## src/rtl/stopwatch_counter.sv

```systemverilog
// Stopwatch timekeeping core: five-digit BCD count (M:SS.hh) with start/stop/clear/lap control.
// Optional lap freeze display is built only when STOPWATCH_LAP_EN is defined.
//
// state | meaning
// IDLE  | stopped, count zero, waiting for start
// RUN   | counting, live count shown
// PAUSE | stopped, count and prescaler fraction held
// LAP   | counting, lap register shown (STOPWATCH_LAP_EN only)
module stopwatch_counter #(
   parameter int TICK_DIV = 1_000_000
) (
   input  logic        clk,
   input  logic        reset_n,
   input  logic        start_stop,
   input  logic        clear,
   input  logic        lap,
   output logic [19:0] digits,
   output logic        running,
   output logic        frozen,
   output logic        wrap
);

   localparam int PW = (TICK_DIV > 1) ? $clog2(TICK_DIV) : 1;
   localparam logic [PW-1:0] PRE_MAX = PW'(TICK_DIV - 1);
   localparam logic [19:0] FULL_SCALE = 20'h95999;

   typedef enum logic [1:0] {
      IDLE  = 2'd0,
      RUN   = 2'd1,
      PAUSE = 2'd2
`ifdef STOPWATCH_LAP_EN
      , LAP = 2'd3
`endif
   } state_t;

   state_t         state, state_next;
   logic [PW-1:0]  pre;
   logic [19:0]    count, count_inc;
   logic           counting, tick;
   logic           zero_pre, zero_cnt, capture;

`ifdef STOPWATCH_LAP_EN
   logic [19:0]    lap_reg;
   assign counting = (state == RUN) || (state == LAP);
   assign frozen   = (state == LAP);
   assign digits   = frozen ? lap_reg : count;
`else
   logic unused_lap;
   assign unused_lap = lap;
   assign counting   = (state == RUN);
   assign frozen     = 1'b0;
   assign digits     = count;
`endif

   assign running = counting;
   assign tick    = counting && (pre == PRE_MAX);

   // Ripple carry through the BCD digits; seconds tens wraps at 5.
   always_comb begin
      count_inc = count;
      if (count[3:0] != 4'd9) begin
         count_inc[3:0] = count[3:0] + 4'd1;
      end else begin
         count_inc[3:0] = 4'd0;
         if (count[7:4] != 4'd9) begin
            count_inc[7:4] = count[7:4] + 4'd1;
         end else begin
            count_inc[7:4] = 4'd0;
            if (count[11:8] != 4'd9) begin
               count_inc[11:8] = count[11:8] + 4'd1;
            end else begin
               count_inc[11:8] = 4'd0;
               if (count[15:12] != 4'd5) begin
                  count_inc[15:12] = count[15:12] + 4'd1;
               end else begin
                  count_inc[15:12] = 4'd0;
                  count_inc[19:16] = (count[19:16] == 4'd9) ? 4'd0 : count[19:16] + 4'd1;
               end
            end
         end
      end
   end

   always_comb begin
      state_next = state;
      zero_pre   = 1'b0;
      zero_cnt   = 1'b0;
      capture    = 1'b0;
      case (state)
         IDLE: begin
            if (start_stop && !clear) begin
               state_next = RUN;
               zero_pre   = 1'b1;
            end
         end
         RUN: begin
            if (start_stop) begin
               state_next = PAUSE;
`ifdef STOPWATCH_LAP_EN
            end else if (lap) begin
               state_next = LAP;
               capture    = 1'b1;
`endif
            end
         end
         PAUSE: begin
            if (clear) begin
               state_next = IDLE;
               zero_pre   = 1'b1;
               zero_cnt   = 1'b1;
            end else if (start_stop) begin
               state_next = RUN;
            end
         end
`ifdef STOPWATCH_LAP_EN
         LAP: begin
            if (start_stop) begin
               state_next = PAUSE;
            end else if (lap) begin
               state_next = RUN;
            end
         end
`endif
         default: state_next = IDLE;
      endcase
   end

   always_ff @(posedge clk or negedge reset_n) begin
      if (!reset_n) begin
         state <= IDLE;
         pre   <= '0;
         count <= '0;
         wrap  <= 1'b0;
      end else begin
         state <= state_next;
         wrap  <= tick && (count == FULL_SCALE);
         if (zero_pre) begin
            pre <= '0;
         end else if (counting) begin
            pre <= tick ? '0 : pre + 1'b1;
         end
         if (zero_cnt) begin
            count <= '0;
         end else if (tick) begin
            count <= count_inc;
         end
      end
   end

`ifdef STOPWATCH_LAP_EN
   // Capture the value written at the lap edge, including a coincident tick.
   always_ff @(posedge clk or negedge reset_n) begin
      if (!reset_n) begin
         lap_reg <= '0;
      end else if (capture) begin
         lap_reg <= tick ? count_inc : count;
      end
   end
`endif

endmodule
```

## config.mk

```make
export PLATFORM = sky130hd
export DESIGN_NAME = stopwatch_counter
export DESIGN_NICKNAME = d
export VERILOG_FILES = /design/src/rtl/stopwatch_counter.sv
export SDC_FILE = /design/constraint.sdc
export NUM_CORES = 1
export LEC_CHECK = 0
export BUFFER_PORTS_ARGS = -buffer_cell sky130_fd_sc_hd__buf_2
export CAP_MARGIN = 10
export CORE_AREA = 2 2 73 82
export CTS_BUF_LIST = sky130_fd_sc_hd__clkbuf_2
export CTS_CLUSTER_DIAMETER = 150
export DETAILED_ROUTE_END_ITERATION = 7
export DIE_AREA = 0 0 75 84
export PLACE_DENSITY = 0.68
export SYNTH_ARGS = -nofsm -noshare
export SYNTH_HDL_FRONTEND = slang
export SYNTH_SLANG_ARGS = --single-unit
```

## constraint.sdc

```tcl
create_clock -name clk -period 1.94 [get_ports clk]
set_input_delay 0.194 -clock clk [delete_from_list [all_inputs] [get_ports clk]]
set_output_delay 0.194 -clock clk [all_outputs]
set_load 0.03 [all_outputs]
```

* After elaboration in Yosys (flattened, before gate mapping)
Cells that the tools add are included.
Widths: inputs -> output; s select.
** Operators by class
- Multiplexer cells :: 23
- Reduce and logical (&&, ||, !) cells :: 12
- Equal/unequal tests :: 16
- Add/sub/neg operators :: 6
** Operators with widths (count)
- $mux 20 :: 5
- $eq 20x20->1 const B :: 2
- $mux 4 :: 6
- $add 20x1->20 const B :: 1
- $add 4x1->4 const B :: 5
- $mux 16 :: 1
- $mux 12 :: 1
- $ne 2x2->1 const B :: 6
- $ne 4x4->1 const B :: 3
- $mux 2 :: 4
- $mux 8 :: 1
- $pmux 2 s3 :: 1
- $reduce_and 3->1 :: 2
- $reduce_and 5->1 :: 1
- $eq 4x4->1 const B :: 1
- $ne 4x3->1 const B :: 1
- $reduce_and 4->1 :: 1
- $reduce_bool 2->1 :: 2
- $logic_and 1x1->1 :: 3
- $mux 1 :: 3
- $ne 3x3->1 const B :: 1
- $eq 2x1->1 const B :: 1
- $eq 2x2->1 const B :: 1
- $logic_not 2->1 :: 1
- 3 further kinds :: 3
** Storage, ports and cells
- Input bits :: 5
- Word-level logic and storage cells :: 65
- Flip-flop bits (word level) :: 43
- Output and inout port bits :: 23

* Logic depth before layout (Yosys ltp)
- Word-level depth :: 8
- Mapped depth :: 8
- Gate-level depth less buffers :: 7

* Worst setup path after synthesis
No wires, ideal clock.
- Kind :: flip-flop to flip-flop
- Start :: reg count[0] (netlist: digits[0])
- End :: reg count[19] (netlist: digits[19])
- Period minus slack after synthesis :: 2.138 ns
- Buffers on the path :: 1
- Setup slack :: -0.198 ns
- Stages on the path, launching flop included :: 8
- Arrival :: 2.059 ns
- Setup time :: 0.078 ns
- Data required time :: 1.862 ns
- Path through :: dfrtp_1 > ha_1 > and3b_1 > clkbuf_1 > and2_1 > nand4_1 > or3_2 > a21oi_1
** Between the ends
- Word-level cells in the longest chain between the ends :: 3
** RTL lines
- from (decl) :: line 38 : logic [19:0] count, count_inc;
- from (signal assigned) :: line 145 : count <= count_inc;
- $ne 4x4->1 :: line 61 : if (count[3:0] != 4'd9) begin
- $ne 2x2->1 (no source line)
- $reduce_and 5->1 (no source line)
Every way passes these cells.
A chain may end at the register's enable or synchronous reset.

* Worst setup path in the final report
- Start :: reg state[1]
- End :: reg count[12] (netlist: digits[12])
** Between the ends
- Word-level cells in the longest chain between the ends :: 4
- Elaborated cells between the ends (all ways) :: 10
- Classes of those cells :: eq/ne (5); mux (2); reduce/logical (3)
** RTL lines
- from (decl) :: line 36 : state_t state, state_next;
- from (signal assigned) :: line 135 : state <= state_next;
- $eq 2x2->1 / $eq 2x1->1 (equally long branches) :: line 89, 50
- $mux 1 / $logic_and 1x1->1 (equally long branches) :: line 89, 56
- $ne 2x2->1 (no source line) / $reduce_bool 2->1 (equally long branches)
- $reduce_and 4->1 (no source line)
Several ways; a longest one is shown, not always the timed one.

==> results_dict.tcl <==
set metrics [dict create \
    layout_common_cells "buf_4 (53), dfrtp_1 (39), nor2_1 (28), buf_2 (25), a21oi_1 (24)" \
    reg2reg_from "state[1]" \
    cp.required_ns 2.26 \
    io_pins 28 \
    core_sq_um 5550 \
    synth-seq-cells 43 \
    slew_headroom_pct 63.5 \
    die_area_sq_um 6300 \
    hp-class "primary input to flip-flop" \
    setup_viol 3 \
    clk_pin_slew_ns 0.22 \
    dp_hpwl_mm 4.08 \
    start_util_pct 44.6 \
    port_buffers 25 \
    syn-cell-area_sq_um 2480 \
    synth-compound-area-share_pct 12.7 \
    yosysTopAreaCell "dfrtp_1" \
    gp_congestion 0.919 \
    wire_per_inst_microns 13.9 \
    grt_max_degree 44 \
    synth_simple_gate_area_share_pct 26.6 \
    ys_warn_count 0 \
    fmax_ghz 0.507 \
    skew_ns 0.0302 \
    track_usage_pct 19.2 \
    post-place-ws_ns -0.0619 \
    synthAdderAreaFrac_pct 5.56 \
    p_per_area_nw_per_um2 681 \
    die_x_microns 75 \
    muxShareOfSynthArea_pct 0.808 \
    yosysUniqueCellTypes 44 \
    syn-num-nets 285 \
    syn_inst 269 \
    grt_pass1_vias 2126 \
    maxCapViolCount 0 \
    leakagePower_nw 1.50 \
    diodes 0 \
    hold_viol 0 \
    path_class "flip-flop to flip-flop" \
    fin_nets 360 \
    antenna_found_initial 0 \
    synth_edf_count 0 \
    violations "negative setup slack" \
    ctsRootBufferMaster "clkbuf_2" \
    hold_path_depth 4 \
    place_area_sq_um 3020 \
    synthTopCellsByArea "dfrtp_1 (43%), xnor2_1 (6.4%), ha_1 (5.6%), a21oi_1 (5.1%), nor2_1 (4.2%)" \
    r2r_end "digits[12]" \
    cts_sinks 43 \
    via_count 2261 \
    wl_mm 5.88 \
    drive_gt1_share_pct 33.0 \
    fp.dieH_microns 84 \
    yosys.area_share.xor_xnor_pct 6.36 \
    syn_area_per_cell_sq_um 9.21 \
    fillers 495 \
    grt_pass1_wl_mm 9.37 \
    fin_crit_ns 1.97 \
    cp.arrival_ns 2.30 \
    critPathLaunchType "flip-flop" \
    worstHoldStart "clear" \
    yosysTopAreaCellShare_pct 43.4 \
    synth-async-reset-ratio_pct 100 \
    reg2regPathDepth 7 \
    viasPerCell 5.36 \
    synth_flop_cell "dfrtp_1" \
    min_period_over_period_pct 102 \
    fin_area_sq_um 3210 \
    worstSetupEndpointType "flip-flop" \
    synth_seq_area_share_pct 43.4 \
    critPathLaunch "state[1]" \
    post-route-util_pct 57.8 \
    cts_tree "yes" \
    path_max_fanout 4 \
    outcome "finished, violations left" \
    synth_top_family_by_area "simple AND/OR/NAND/NOR gates" \
    syn2layout_area_growth_pct 29.4 \
    grt-ovfl-total 0 \
    worst_pin_slew_ns 0.547 \
    clk_latency_ns 0.41 \
    r2r_slack_ns -0.03 \
    timing.final.ws_setup_ns -0.0343 \
    htreeDepth 2 \
    fp-row-count 29 \
    ant_nets 0 \
    slew_violations 0 \
    rsz0062_at_grt "true" \
    ir_drop_v 0.000401 \
    drc 0 \
    first_pass_iters 4 \
    hold_end "state[1]" \
    drt_iter0_drc 96 \
    cts_buffers 5 \
    final_common_cell "buf_4" \
    clockBufferDepth 2 \
]
[metal layers]
layer | vias to the layer above | track usage [%] | share of wire (%)
met2 | 38 | 33.4 | 53
met4 | 0 | 8.93 | 2.4
met1 | 1103 | 21.4 | 42
met5 | - | 0 | 0
met3 | 9 | 4.59 | 2.4
li1 | 1111 | - | -
[logic make-up after synthesis]
family                   after synthesis
AND/OR/NAND/NOR                      116
AO/OA/AOI/OAI                         52
flip-flops                            43
buffers and inverters                 26
XOR/XNOR                              18
adder cells (fa/ha/maj)               11
multiplexers                           2
other                                  1
[flip-flops by register name, summed over array words and instances (netlist names)]
| signal | cells |
|---|---|
| wrap | 1 |
| state | 2 |
| pre | 20 |
| digits | 20 |
[repair_timing]
item | CTS | global route
pin swaps | 6 | 8
hold endpoints to repair | 44 | 0
endpoints found under the setup margin | 25 | 33
buffers inserted | 6 | 2
resized for setup | 4 | 18
hold buffers | 2 | 0
[synthesized netlist by cell type (all sizes together), types with 8 or more instances]
library cell / n
dfrtp: 43
nand2: 14
o21ai: 8
a21oi: 25
nand4: 9
inv: 12
or3: 11
ha: 11
nor2: 28
nand3: 19
buf: 8
xnor2: 18
[critical path, cell delays in order (launching register included)]
cell and delay (ns):
dfrtp_1 0.44, nand2b_4 0.16, nor4_4 0.36, buf_4 0.18
nand4_1 0.11, buf_4 0.18, or3_4 0.33, a21oi_2 0.13
[power by group]
| part | switching [W] | internal (W) | total, W |
|---|---|---|---|
| sequential | 0.0000893 | 0.00100 | 0.00109 |
| combinational | 0.000439 | 0.000288 | 0.000727 |
| clock | 0.000276 | 0.0000887 | 0.000365 |
| total | 0.000805 | 0.00138 | 0.00218 |
[how the worst max path moves through the flow]
stage,endpoint,cells past startpoint
finish,digits[12],7
global route,digits[12],7
CTS,digits[19],6
detailed placement,digits[19],6
global placement,digits[19],6
floorplan,digits[19],8
[layout make-up]
| cell class | count | area [sq um] | area share [%] |
|---|---|---|---|
| clock inverters | 2 | 8.76 | 0.273 |
| inverters | 12 | 45.0 | 1.40 |
| multi-input cells | 200 | 1360 | 42.5 |
| repair buffers | 82 | 583 | 18.2 |
| well taps | 77 | 96.3 | 3.00 |
| clock buffers | 6 | 30.0 | 0.936 |
| flip-flops and latches | 43 | 1080 | 33.7 |
[metrics by stage]
stage / hold WS (ns) / TNS (ns) / instances / total power (W)
global placement: 0.298 / -0.120 / 404 / 0.00177
finish: 0.0869 / -0.0542 / 422 / 0.00218
detailed placement: 0.302 / -0.290 / 404 / 0.00179
floorplan: -0.102 / -0.0588 / 269 / 0.00150
CTS: 0.0538 / -0.00180 / 420 / 0.00217
global route: 0.0941 / -0.934 / 422 / 0.00233
No activity file was read; power rests on OpenSTA's default activity.
